### config.mk
export PLATFORM = sky130hd
export DESIGN_NAME = cache_bus_agent
export DESIGN_NICKNAME = d
export VERILOG_FILES = /design/src/rtl/cache_bus_agent_pkg.sv /design/src/rtl/cache_line_store.sv /design/src/rtl/cache_bus_agent.sv
export SDC_FILE = /design/constraint.sdc
export NUM_CORES = 1
export LEC_CHECK = 0
export CORE_MARGIN = 2
export CORE_UTILIZATION = 59
export DETAILED_ROUTE_END_ITERATION = 8
export GPL_ROUTABILITY_DRIVEN = 1
export PLACE_DENSITY_LB_ADDON = 0.3
export SLEW_MARGIN = 10
export SYNTH_ARGS = -nofsm -noshare
export SYNTH_HDL_FRONTEND = slang
export SYNTH_HIERARCHICAL = 1
export SYNTH_SLANG_ARGS = --single-unit
### constraint.sdc
create_clock -name clock -period 5.4 [get_ports clock]
set_clock_uncertainty 0.15 [all_clocks]
set_input_delay 1.08 -clock clock [delete_from_list [all_inputs] [get_ports clock]]
set_output_delay 1.08 -clock clock [all_outputs]
set_load 0.005 [all_outputs]
### src/rtl/cache_bus_agent_pkg.sv
// Shared definitions for the snooping cache agent: message header layout, MSI encodings
// and controller state encodings.
package cache_bus_agent_pkg;

  localparam int HDR_W     = 6;
  localparam int HDR_SNOOP = 3;
  localparam int HDR_FETCH = 2;
  localparam int HDR_WR    = 1;
  localparam int HDR_INV   = 0;

  localparam logic [HDR_W-1:0] FILL_HDR = 6'b001000;

  typedef enum logic [1:0] {
    MSI_I = 2'b00,
    MSI_S = 2'b01,
    MSI_M = 2'b10
  } msi_t;

  typedef enum logic [2:0] {
    ST_IDLE   = 3'd0,
    ST_LOOKUP = 3'd1,
    ST_INV    = 3'd2,
    ST_WB     = 3'd3,
    ST_MISS   = 3'd4,
    ST_DONE   = 3'd5,
    ST_SWB    = 3'd6
  } state_t;

  // Header field order, MSB first: WB, SUPPLY, SNOOP, FETCH, WR_INTENT, INV.
  function automatic logic [HDR_W-1:0] msg_hdr(input logic wb, input logic sup,
                                               input logic snoop, input logic fetch,
                                               input logic wr, input logic inv);
    return {wb, sup, snoop, fetch, wr, inv};
  endfunction

endpackage

### src/rtl/cache_line_store.sv
// Direct-mapped line storage {msi, tag, data}: one registered write port and two
// combinational read ports (local request side and bus snoop side).
module cache_line_store
  import cache_bus_agent_pkg::*;
#(
  parameter  int LINES  = 2,
  parameter  int ADDR_W = 3,
  parameter  int DATA_W = 4,
  localparam int IDX_W  = $clog2(LINES),
  localparam int TAG_W  = ADDR_W - IDX_W
) (
  input  logic              clock,
  input  logic              reset,
  input  logic              wr_en,
  input  logic [IDX_W-1:0]  wr_idx,
  input  msi_t              wr_msi,
  input  logic [TAG_W-1:0]  wr_tag,
  input  logic [DATA_W-1:0] wr_data,
  input  logic [IDX_W-1:0]  rq_idx,
  output msi_t              rq_msi,
  output logic [TAG_W-1:0]  rq_tag,
  output logic [DATA_W-1:0] rq_data,
  input  logic [IDX_W-1:0]  sn_idx,
  output msi_t              sn_msi,
  output logic [TAG_W-1:0]  sn_tag,
  output logic [DATA_W-1:0] sn_data
);

  msi_t              msi_q  [LINES];
  logic [TAG_W-1:0]  tag_q  [LINES];
  logic [DATA_W-1:0] data_q [LINES];

  // Only the coherence state needs clearing; tag/data of an Invalid line are never used.
  always_ff @(posedge clock or posedge reset) begin
    if (reset) begin
      for (int i = 0; i < LINES; i++) msi_q[i] <= MSI_I;
    end else if (wr_en) begin
      msi_q[wr_idx] <= wr_msi;
    end
  end

  always_ff @(posedge clock) begin
    if (wr_en) begin
      tag_q[wr_idx]  <= wr_tag;
      data_q[wr_idx] <= wr_data;
    end
  end

  assign rq_msi  = msi_q[rq_idx];
  assign rq_tag  = tag_q[rq_idx];
  assign rq_data = data_q[rq_idx];
  assign sn_msi  = msi_q[sn_idx];
  assign sn_tag  = tag_q[sn_idx];
  assign sn_data = data_q[sn_idx];

endmodule

### src/rtl/cache_bus_agent.sv
// Per-CPU snooping MSI cache controller: serves local read/write requests and answers
// peer coherence messages on the shared bus.
module cache_bus_agent
  import cache_bus_agent_pkg::*;
#(
  parameter  int LINES  = 2,
  parameter  int ADDR_W = 3,
  parameter  int DATA_W = 4,
  localparam int MSG_W  = HDR_W + ADDR_W + DATA_W
) (
  input  logic              clock,
  input  logic              reset,
  input  logic              execute_instruction,
  input  logic              instruction,
  input  logic [ADDR_W-1:0] address,
  input  logic [DATA_W-1:0] data_in,
  output logic [DATA_W-1:0] data_out,
  output logic              done,
  input  logic [MSG_W-1:0]  bus_in,
  output logic [MSG_W-1:0]  bus_out
);

  localparam int IDX_W = $clog2(LINES);
  localparam int TAG_W = ADDR_W - IDX_W;

  state_t            state_q, state_d;
  logic              exec_q;
  logic [MSG_W-1:0]  bus_in_q;
  logic              req_wr_q, op_pending_q, wb_pending_q;
  logic [ADDR_W-1:0] req_addr_q, wb_addr_q;
  logic [DATA_W-1:0] req_data_q, wb_data_q;

  msi_t              rq_msi, sn_msi, fsm_msi, st_msi;
  logic [TAG_W-1:0]  rq_tag, sn_tag, st_tag;
  logic [DATA_W-1:0] rq_data, sn_data, fsm_data, st_data, out_val;
  logic [IDX_W-1:0]  st_idx;
  logic              fsm_wr, st_wr, load_out;
  logic [MSG_W-1:0]  own_msg;

  logic [HDR_W-1:0]  in_hdr;
  logic [ADDR_W-1:0] in_addr;
  logic [DATA_W-1:0] in_data;
  logic              exec_rise, msg_new, is_fill, fill_hit, req_hit;
  logic              snoop_hit, supply, snoop_inv, snoop_down, snoop_wr;

  assign in_hdr  = bus_in[MSG_W-1 -: HDR_W];
  assign in_addr = bus_in[DATA_W +: ADDR_W];
  assign in_data = bus_in[DATA_W-1:0];

  assign exec_rise = execute_instruction & ~exec_q;
  assign msg_new   = (bus_in != bus_in_q);
  assign is_fill   = msg_new && (in_hdr == FILL_HDR);
  assign fill_hit  = is_fill && (in_addr == req_addr_q);
  assign req_hit   = (rq_msi != MSI_I) && (rq_tag == req_addr_q[ADDR_W-1:IDX_W]);

  // Peer snoop decode: only fresh, non-fill SNOOP messages that hit a valid line matter.
  assign snoop_hit  = msg_new && in_hdr[HDR_SNOOP] && !is_fill && (sn_msi != MSI_I) &&
                      (sn_tag == in_addr[ADDR_W-1:IDX_W]);
  assign supply     = snoop_hit && (sn_msi == MSI_M) && in_hdr[HDR_FETCH];
  assign snoop_down = supply && !in_hdr[HDR_WR];
  assign snoop_inv  = snoop_hit && ((sn_msi == MSI_M && in_hdr[HDR_FETCH] && in_hdr[HDR_WR]) ||
                      (sn_msi == MSI_S && ((in_hdr[HDR_FETCH] && in_hdr[HDR_WR]) || in_hdr[HDR_INV])));
  assign snoop_wr   = snoop_inv || snoop_down;

  // Snoop updates own the single write port; any state that writes the store (or whose
  // message is overridden by a SUPPLY) holds for a cycle and retries.
  assign st_wr   = snoop_wr || fsm_wr;
  assign st_idx  = snoop_wr ? in_addr[IDX_W-1:0] : req_addr_q[IDX_W-1:0];
  assign st_msi  = snoop_wr ? (snoop_inv ? MSI_I : MSI_S) : fsm_msi;
  assign st_tag  = snoop_wr ? sn_tag : req_addr_q[ADDR_W-1:IDX_W];
  assign st_data = snoop_wr ? sn_data : fsm_data;

  cache_line_store #(.LINES(LINES), .ADDR_W(ADDR_W), .DATA_W(DATA_W)) u_store (
    .clock   (clock),
    .reset   (reset),
    .wr_en   (st_wr),
    .wr_idx  (st_idx),
    .wr_msi  (st_msi),
    .wr_tag  (st_tag),
    .wr_data (st_data),
    .rq_idx  (req_addr_q[IDX_W-1:0]),
    .rq_msi  (rq_msi),
    .rq_tag  (rq_tag),
    .rq_data (rq_data),
    .sn_idx  (in_addr[IDX_W-1:0]),
    .sn_msi  (sn_msi),
    .sn_tag  (sn_tag),
    .sn_data (sn_data)
  );

  always_comb begin
    state_d  = state_q;
    own_msg  = '0;
    fsm_wr   = 1'b0;
    fsm_msi  = MSI_I;
    fsm_data = req_data_q;
    load_out = 1'b0;
    out_val  = rq_data;
    case (state_q)
      ST_IDLE: begin
        if (wb_pending_q)   state_d = ST_SWB;
        else if (exec_rise) state_d = ST_LOOKUP;
      end
      ST_SWB: begin
        own_msg = {msg_hdr(1'b1, 1'b0, 1'b0, 1'b0, 1'b0, 1'b0), wb_addr_q, wb_data_q};
        if (!supply) state_d = op_pending_q ? ST_LOOKUP : ST_IDLE;
      end
      ST_LOOKUP: begin
        if (!snoop_wr) begin
          if (req_hit && !req_wr_q) begin
            load_out = 1'b1;
            state_d  = ST_DONE;
          end else if (req_hit && rq_msi == MSI_M) begin
            fsm_wr  = 1'b1;
            fsm_msi = MSI_M;
            state_d = ST_DONE;
          end else if (req_hit) begin
            state_d = ST_INV;
          end else begin
            state_d = (rq_msi == MSI_M) ? ST_WB : ST_MISS;
          end
        end
      end
      ST_INV: begin
        own_msg = {msg_hdr(1'b0, 1'b0, 1'b1, 1'b0, 1'b0, 1'b1), req_addr_q, req_data_q};
        if (!snoop_wr) begin
          fsm_wr  = 1'b1;
          fsm_msi = MSI_M;
          state_d = ST_DONE;
        end
      end
      ST_WB: begin
        own_msg = {msg_hdr(1'b1, 1'b0, 1'b0, 1'b0, 1'b0, 1'b0),
                   rq_tag, req_addr_q[IDX_W-1:0], rq_data};
        if (!snoop_wr) begin
          fsm_wr   = 1'b1;
          fsm_msi  = MSI_I;
          fsm_data = rq_data;
          state_d  = ST_MISS;
        end
      end
      ST_MISS: begin
        own_msg = {msg_hdr(1'b0, 1'b0, 1'b1, 1'b1, req_wr_q, 1'b0), req_addr_q, {DATA_W{1'b0}}};
        if (fill_hit) begin
          fsm_wr   = 1'b1;
          fsm_msi  = req_wr_q ? MSI_M : MSI_S;
          fsm_data = req_wr_q ? req_data_q : in_data;
          load_out = !req_wr_q;
          out_val  = in_data;
          state_d  = ST_DONE;
        end
      end
      ST_DONE: state_d = ST_IDLE;
      default: state_d = ST_IDLE;
    endcase
  end

  assign bus_out = supply ? {msg_hdr(1'b0, 1'b1, 1'b0, 1'b0, 1'b0, 1'b0), in_addr, sn_data}
                          : own_msg;
  assign done    = (state_q == ST_DONE);

  always_ff @(posedge clock or posedge reset) begin
    if (reset) begin
      state_q      <= ST_IDLE;
      exec_q       <= 1'b0;
      bus_in_q     <= '0;
      req_wr_q     <= 1'b0;
      req_addr_q   <= '0;
      req_data_q   <= '0;
      op_pending_q <= 1'b0;
      wb_pending_q <= 1'b0;
      wb_addr_q    <= '0;
      wb_data_q    <= '0;
      data_out     <= '0;
    end else begin
      state_q  <= state_d;
      exec_q   <= execute_instruction;
      bus_in_q <= bus_in;
      if (state_q == ST_IDLE && exec_rise) begin
        req_wr_q     <= instruction;
        req_addr_q   <= address;
        req_data_q   <= data_in;
        op_pending_q <= wb_pending_q;
      end
      if (state_q == ST_SWB && !supply) begin
        wb_pending_q <= 1'b0;
        op_pending_q <= 1'b0;
      end
      if (snoop_down) begin
        wb_pending_q <= 1'b1;
        wb_addr_q    <= in_addr;
        wb_data_q    <= sn_data;
      end
      if (load_out) data_out <= out_val;
    end
  end

endmodule
==> results of run 1 <==
routing by layer:
layer | vias to the layer above | share of wire, % | GRT usage [%]
met4 | 0 | 1.6 | 7.636
li1 | 1140 | - | -
met3 | 12 | 5.2 | 2.588
met2 | 76 | 47 | 41.58
met1 | 1165 | 46 | 35.34
met5 | - | 0 | 0
final timing paths:
path,from,cells past startpoint,to,slack (ns)
max,bus_in[4],10,bus_out[7],0.24
min,wb_addr_q[1],1,wb_addr_q[1],0.36
max reg2reg,req_addr_q[0],8,u_store/tag_q[1][1],2.19
min reg2reg,wb_addr_q[1],1,wb_addr_q[1],0.36
max in group asynchronous,reset,3,wb_pending_q,3.37
min in group asynchronous,reset,2,u_store/msi_q[1],0.84
through the flow:
step | util, % | instances | power [mW] | hold WS, ns
2_1_floorplan | - | 300 | 1.050 | 0.3249
3_3_place_gp | 70.50 | 400 | 1.253 | 0.3365
3_5_place_dp | 70.50 | 400 | 1.276 | 0.3419
4_1_cts | 72.69 | 408 | 1.538 | 0.3644
5_1_grt | 72.69 | 408 | 1.629 | 0.3937
6_report | 72.69 | 408 | 1.536 | 0.3634
power groups by stage:
stage / Sequential [mW] / Combinational, mW / Clock, mW
detailed placement: 0.676 / 0.600 / 0
CTS: 0.668 / 0.605 / 0.265
finish: 0.670 / 0.604 / 0.262
floorplan: 0.583 / 0.467 / 0
global route: 0.687 / 0.661 / 0.281
global placement: 0.672 / 0.581 / 0
synth_stat cells (all sizes together) (3+ instances only):
| cell | n |
|---|---|
| a211oi | 3 |
| a21oi | 9 |
| a31oi | 4 |
| a41oi | 4 |
| and3 | 4 |
| buf | 10 |
| clkbuf | 7 |
| dfrtp | 42 |
| edfxtp | 12 |
| inv | 7 |
| mux2 | 40 |
| mux2i | 7 |
| nand2 | 33 |
| nand2b | 12 |
| nor2 | 26 |
| nor2b | 5 |
| nor3 | 7 |
| nor4 | 3 |
| o21ai | 10 |
| o221a | 4 |
| o22ai | 4 |
| or3b | 3 |
| xnor2 | 4 |
| xor2 | 17 |
cell type report:
type                       count  area [um^2]
inverter                       7        26.28
fill                         390         1395
timing repair buffer          47        455.4
sequential                    54         1411
multi-input combinational    222         1620
clock buffer                   8        111.4
tap                           70        87.58
layout by cell type, fill, tap and decap left out, types with 5 or more instances in the layout:
master	count
dfrtp_1	42
clkdlybuf4s50_1	41
mux2_2	38
nand2_1	32
nor2_1	26
xor2_1	17
edfxtp_1	12
nand2b_1	10
o21ai_0	9
a21oi_1	9
nor3_1	7
inv_1	7
mux2i_1	7
clkbuf_8	6
buf_4	6
nor2b_1	5
cell families after synthesis:
group	synth area share (%)
adders and majority gates	0.3993
AOI/OAI and AO/OA	11.74
DFF	45.05
and+or+nand+nor	17.09
muxes	16.61
buffers and inverters	3.235
xor gates and xnor gates	5.870
sequential cells by signal, summed over array words and instances (netlist names):
| register | flops |
|---|---|
| wb_data_q | 4 |
| u_store/tag_q | 4 |
| wb_addr_q | 3 |
| wb_pending_q | 1 |
| req_addr_q | 3 |
| exec_q | 1 |
| u_store/msi_q | 4 |
| bus_in_q | 13 |
| data_out | 4 |
| req_data_q | 4 |
| req_wr_q | 1 |
| state_q | 3 |
| u_store/data_q | 8 |
| op_pending_q | 1 |
==> out/qor.yml, run 1 <==
outcome:
  status: "finished, final reports clean"
detailed_routing:
  dr_total_vias: 2393
  antenna_left: 0
  viasPerCell: 5.865
  wl_per_cell_um: 17.43
  drc_errors: 0
  drtIter0Drc: 148
  first_pass_iters: 4
  wl_um: 7113
timing:
  fmax_mhz: 193.8
  hold_violations: 0
  rsz0062_at_grt: "no"
  finalCritPeriodShare_pct: 95.57
  worst_slew_pin_slew_ns: 0.9070
  report.final.slew_viol_count: 0
  setup_viol: 0
  tns_ns: 0
  slew_headroom_pct: 39.53
  finalCriticalPeriod_ns: 5.161
  fin_ws_ns: 0.2394
clocking:
  htreeDepth: 2
  cts_tree: "done"
  root_buffer: "clkbuf_8"
  cts_buffers: 5
  clk_path_buf_depth: 2
  ctsResizeCount: 0
  holdBufCountCts: 0
  clkSinkCount: 54
  cts_setup_buffers: 0
  clock_latency_ns: 0.31
  cts.clk_slew.worst_paths_ns: 0.10
place:
  gp_congestion: 0.8970
  dpl-instance-area_um2: 3601
  pre_cts_ws_ns: 0.2863
  portBuffers: 41
  dp_hpwl_um: 5358
power_and_ir_drop:
  power_frac_clock_pct: 17.1
  intPower_mw: 1.001
  seqPwrFrac_pct: 43.6
  combPwrFrac_pct: 39.3
  ir_worst_vdd_v: 0.0002855
  switchingPower_uw: 534.4
  powerDensity_nw_per_um2: 413.7
  p_leak_nw: 1.518
  p_sw_share_pct: 34.80
logic_synthesis:
  ys_seq_area_share_pct: 45.05
  yosysTopAreaCell: "dfrtp_1"
  synth_top_area_share_pct: 33.55
  synth.avg_cell_area_um2: 10.44
  synth_cell_type_count: 50
  synth_flop_cell: "dfrtp_1"
  synth-seq-cells: 54
  synthTopCellsByArea: "dfrtp_1 34%, mux2_2 14%, edfxtp_1 12%"
  syn-cell-area_um2: 3133
  synth_edf_count: 12
  syn_inst: 300
  synthArstFlopShare_pct: 77.78
  syn_nets: 325
  yosys_warnings: 6
setup_path:
  critPathKind: "primary input to output pin"
  crit_buf_inv: 3
  cpMostUsedCell: "clkdlybuf4s50_1"
  crit_slowest_cell: "clkdlybuf4s50_1"
  crit_fanout: 22
  crit_chain: "clkdlybuf4s50_1 > mux2_2 > xor2_1 > a211oi_1 > and4_1 > o21a_1 > buf_4 > nand2b_1 > nor3_1 > clkdlybuf4s50_1"
  cp.required_ns: 4.17
  end_kind: "output pin"
  critPathArrivalTime_ns: 3.93
  cp_slowest_stage_delay_ns: 0.69
  start_kind: "primary input"
  path_delay_family: "buffers and inverters"
floorplanning:
  dieArea_um2: 5909
  fp.dieW_um: 76.87
  ios: 42
  initial_core_util_pct: 61.34
  coreArea_um2: 5107
  rows: 26
  dieHeight_um: 76.87
grt:
  overflow: 0
  grt_max_degree: 34
  antenna_found_initial: 0
  grt_pass1_vias: 2355
  grt_pass1_wl_um: 11790
  track_usage_pct: 25.20
worst_hold_path:
  hold_path.class: "flip-flop to flip-flop"
finish:
  drive_above_1_share_pct: 18.05
  fin_area_um2: 3712
  area_growth_pct: 18.49
  antenna_cells: 0
  layout.nets: 362
flow_run:
  drv_cap: 0
Power figures use the tool's default switching activity.
==> run 2: changes to the inputs <==
--- a/config.mk
+++ b/config.mk
@@ -6,12 +6,12 @@
 export NUM_CORES = 1
 export LEC_CHECK = 0
 export CORE_MARGIN = 2
-export CORE_UTILIZATION = 59
+export CORE_UTILIZATION = 60
 export DETAILED_ROUTE_END_ITERATION = 8
 export GPL_ROUTABILITY_DRIVEN = 1
 export PLACE_DENSITY_LB_ADDON = 0.3
+export SETUP_SLACK_MARGIN = 0.5
 export SLEW_MARGIN = 10
 export SYNTH_ARGS = -nofsm -noshare
 export SYNTH_HDL_FRONTEND = slang
-export SYNTH_HIERARCHICAL = 1
 export SYNTH_SLANG_ARGS = --single-unit
==> constraint.sdc (replaced) <==
create_clock -name clock -period 5.4 [get_ports clock]
set_clock_uncertainty 0.15 [all_clocks]
set_input_delay 1.08 -clock clock [delete_from_list [all_inputs] [get_ports clock]]
set_output_delay 1.08 -clock clock [all_outputs]
set_load 0.02 [all_outputs]
==> run 2 against run 1 <==
  * Sequential share of layout area shrank 1.6 points
  * Non-clock buffer count grew 5
  * Flip-flop and latch count is the same
  * Critical path depth shrank 1
  * Wire length grew 14%
  * Largest cell class unchanged
==> out/qor.yml, run 2 <==
setup_path:
  reg2reg_slack_ns: 1.92  # was 2.19 ns
  crit_chain: "clkdlybuf4s50_1 > or4b_4 > o31ai_4 > nand4b_4 > or3_1 > buf_12 > inv_4 > nor3_1 > dlygate4sd2_1"  # was clkdlybuf4s50_1 > mux2_2 > xor2_1 > a211oi_1 > and4_1 > o21a_1 > buf_4 > nand2b_1 > nor3_1 > clkdlybuf4s50_1
  start_kind: "primary input"  # unchanged
  path_delay_family: "simple AND/OR/NAND/NOR gates"  # was buffers and inverters
  crit_slowest_cell: "or4b_4"  # was clkdlybuf4s50_1
  crit_fanout: 18  # was 22
  rr_worst_depth: 6  # was 8
  critPathArrivalTime_ns: 3.57  # was 3.93 ns
  crit_buf_inv: 4  # was 3
  cp.required_ns: 4.17  # about the same
  r2r-start: "state_q[2]"  # was req_addr_q[0]
  cp.depth: 9  # was 10
  cp_slowest_stage_delay_ns: 0.60  # was 0.69 ns
  crit_start: "bus_in[9]"  # was bus_in[4]
  critPathKind: "primary input to output pin"  # unchanged
  worstSetupEndpoint: "bus_out[9]"  # was bus_out[7]
  end_kind: "output pin"  # unchanged
  reg2reg_to: "u_store.data_q[1][2]"  # was u_store/tag_q[1][1]
power_and_ir_drop:
  p_sw_share_pct: 41.09  # was 34.80%
  intPower_mw: 1.067  # was 1.001 mW
  power_frac_clock_pct: 15.4  # was 17.1%
  ir_worst_vdd_v: 0.0002704  # was 0.0002855 V
  seqPwrFrac_pct: 39.1  # was 43.6%
  powerDensity_nw_per_um2: 467.1  # was 413.7 nW/um^2
  combPwrFrac_pct: 45.5  # was 39.3%
  switchingPower_uw: 744.1  # was 534.4 uW
  p_leak_nw: 1.610  # was 1.518 nW
finish:
  final_cell_mix: "42 x dfrtp_1, 27 x clkdlybuf4s50_1, 22 x o21ai_0, 22 x nand2_1"  # was 42 x dfrtp_1, 41 x clkdlybuf4s50_1, 38 x mux2_2, 32 x nand2_1, 26 x nor2_1
  top_regs: "bus_in_q x13, u_store.data_q x8"  # was bus_in_q x13, u_store/data_q x8
  layout.nets: 388  # was 362
  top_register: "bus_in_q"  # unchanged
  antenna_cells: 0  # unchanged
  largest_reg_flops: 13  # unchanged
  layout_commonest_cell: "dfrtp_1"  # unchanged
  area_growth_pct: 18.42  # was 18.49%
  drive_above_1_share_pct: 14.84  # was 18.05%
logic_synthesis:
  synth_cell_type_count: 57  # was 50
  synthTopCellsByCount: "42 x dfrtp_1, 22 x nand2_1, 22 x o21ai_0, 20 x xor2_1, 19 x nor2_1"  # was 42 x dfrtp_1, 38 x mux2_2, 32 x nand2_1, 26 x nor2_1, 17 x xor2_1
  synth_flop_cell: "dfrtp_1"  # unchanged
  synthTopCellsByArea: "dfrtp_1 32%, edfxtp_1 11%, mux2_2 5.8%"  # was dfrtp_1 34%, mux2_2 14%, edfxtp_1 12%
  synthArstFlopShare_pct: 77.78  # unchanged
  synth_edf_count: 12  # unchanged
  syn_inst: 323  # was 300
  synth_top_area_share_pct: 32.10  # was 33.55%
  synth.avg_cell_area_um2: 10.14  # was 10.44 um^2
  yosysTopAreaCell: "dfrtp_1"  # unchanged
  yosysMostFrequentCell: "dfrtp_1"  # unchanged
  yosys_warnings: 0  # was 6
  syn-cell-area_um2: 3274  # was 3133 um^2
  ys_seq_area_share_pct: 43.10  # was 45.05%
  syn_nets: 348  # was 325
  synth-seq-cells: 54  # unchanged
detailed_routing:
  drc_errors: 0  # unchanged
  wl_um: 8080  # was 7113 um
  viasPerCell: 6.288  # was 5.865
  drtIter0Drc: 229  # was 148
  wl_per_cell_um: 18.62  # was 17.43 um
  dr_total_vias: 2729  # was 2393
  first_pass_iters: 5  # was 4
  antenna_left: 0  # unchanged
grt:
  grt_pass1_vias: 2599  # was 2355
  track_usage_pct: 28.02  # was 25.20%
  grt_max_degree: 43  # was 34
  grt_pass1_wl_um: 13310  # was 11790 um
  overflow: 0  # unchanged
  antenna_found_initial: 0  # unchanged
place:
  portBuffers: 41  # unchanged
  gp_congestion: 0.8734  # was 0.8970
  pre_cts_ws_ns: 0.2777  # was 0.2863 ns
  dp_hpwl_um: 5927  # was 5358 um
timing:
  worst_slew_pin_slew_ns: 0.7774  # was 0.9070 ns
  fmax_mhz: 208.5  # was 193.8 MHz
  hold_violations: 0  # unchanged
  rsz0062_at_grt: "no"  # unchanged
  hold_ws_ns: 0.3671  # was 0.3634 ns
  fin_ws_ns: 0.6027  # was 0.2394 ns
  report.final.slew_viol_count: 0  # unchanged
  slew_headroom_pct: 48.17  # was 39.53%
  finalCritPeriodShare_pct: 88.84  # was 95.57%
  tns_ns: 0  # unchanged
  finalCriticalPeriod_ns: 4.797  # was 5.161 ns
  setup_viol: 0  # unchanged
floorplanning:
  coreArea_um2: 5172  # was 5107 um^2
  rows: 26  # unchanged
  dieArea_um2: 6065  # was 5909 um^2
  fp.dieW_um: 77.88  # was 76.87 um
  ios: 42  # unchanged
  dieHeight_um: 77.88  # was 76.87 um
  initial_core_util_pct: 63.30  # was 61.34%
clocking:
  clk_path_buf_depth: 2  # unchanged
  cts.clk_slew.worst_paths_ns: 0.10  # about the same
  root_buffer: "clkbuf_8"  # unchanged
  htreeDepth: 2  # unchanged
  cts_tree: "done"  # unchanged
  clock_latency_ns: 0.31  # about the same
  clkSinkCount: 54  # unchanged
  cts_buffers: 5  # unchanged
outcome:
  status: "finished, final reports clean"  # unchanged
worst_hold_path:
  hold_path.class: "flip-flop to flip-flop"  # unchanged
flow_run:
  drv_cap: 0  # unchanged
run 2: changes by cell type after synthesis, sizes merged, moves of 5 or more:
cell and change:
a21oi +7, nand2 -11, nand3 +6, nand2b -10
mux2 -23, inv +6, nor2 -7, o21ai +14
o21a +5, a31oi +9, mux2i +8
run 2: what timing repair did:
item	4_1_cts	5_1_grt
setup endpoints to repair	12	3
pin swaps	1	1
hold buffers	0	0
gates resized for setup	15	3
buffers inserted	3	0
run 2: kinds of logic after synthesis:
family / Yosys count / synth area share [%]
AO/OA/AOI/OAI: 95 / 20.63
XOR/XNOR: 21 / 5.617
adder cells (fa/ha/maj): 1 / 0.3821
buffers and inverters: 32 / 4.891
flip-flops: 54 / 43.10
multiplexers: 32 / 10.43
AND/OR/NAND/NOR: 88 / 14.94
run 2: worst min path at each step:
stage,from,to,slack [ns],cells past startpoint
3_5_place_dp,wb_addr_q[2],wb_addr_q[2],0.35,1
6_report,wb_data_q[1],wb_data_q[1],0.37,1
4_1_cts,wb_addr_q[2],wb_addr_q[2],0.37,1
2_1_floorplan,wb_addr_q[1],wb_addr_q[1],0.33,1
3_3_place_gp,wb_addr_q[0],wb_addr_q[0],0.34,1
5_1_grt,wb_addr_q[1],wb_addr_q[1],0.38,1
run 2: cell type report:
cell class | instances | area, um^2
timing repair buffer | 52 | 496.7
multi-input combinational | 237 | 1718
clock inverter | 3 | 43.79
tap | 70 | 87.58
inverter | 13 | 51.30
sequential | 54 | 1411
fill | 384 | 1295
clock buffer | 5 | 68.82
run 2: layer usage:
layer / track usage (%) / wire length, um / up-vias
met3: 4.070 / 522 / 7
met1: 40.95 / 3724 / 1308
li1: - / - / 1284
met2: 44.40 / 3766 / 130
met4: 6.250 / 65 / 0
met5: 0 / 0 / -
run 2: power by group through the flow:
stage               Combinational (mW)  Sequential [mW]  Clock, mW
floorplan                        0.645            0.637          0
global placement                 0.803            0.705          0
detailed placement               0.820            0.713          0
CTS                              0.816            0.705      0.283
global route                     0.907            0.731      0.301
finish                           0.824            0.709      0.278
run 2: stage by stage:
step | cells | utilization, % | cell area (um^2) | total power [mW]
6_report | 434 | 74.96 | 3877 | 1.811
5_1_grt | 434 | 74.96 | 3877 | 1.939
4_1_cts | 434 | 74.84 | 3871 | 1.804
3_5_place_dp | 423 | 72.23 | 3736 | 1.533
3_3_place_gp | 423 | 72.23 | 3736 | 1.508
2_1_floorplan | 323 | - | 3274 | 1.282
==> run 3: changes to the inputs <==
--- a/config.mk
+++ b/config.mk
@@ -9,6 +9,7 @@
 export CORE_UTILIZATION = 60
 export DETAILED_ROUTE_END_ITERATION = 8
 export GPL_ROUTABILITY_DRIVEN = 1
+export GPL_TIMING_DRIVEN = 1
 export PLACE_DENSITY_LB_ADDON = 0.3
 export SETUP_SLACK_MARGIN = 0.5
 export SLEW_MARGIN = 10
==> results of run 3 <==
Same layout as run 2: the final DEF is identical, and so are final timing and power.
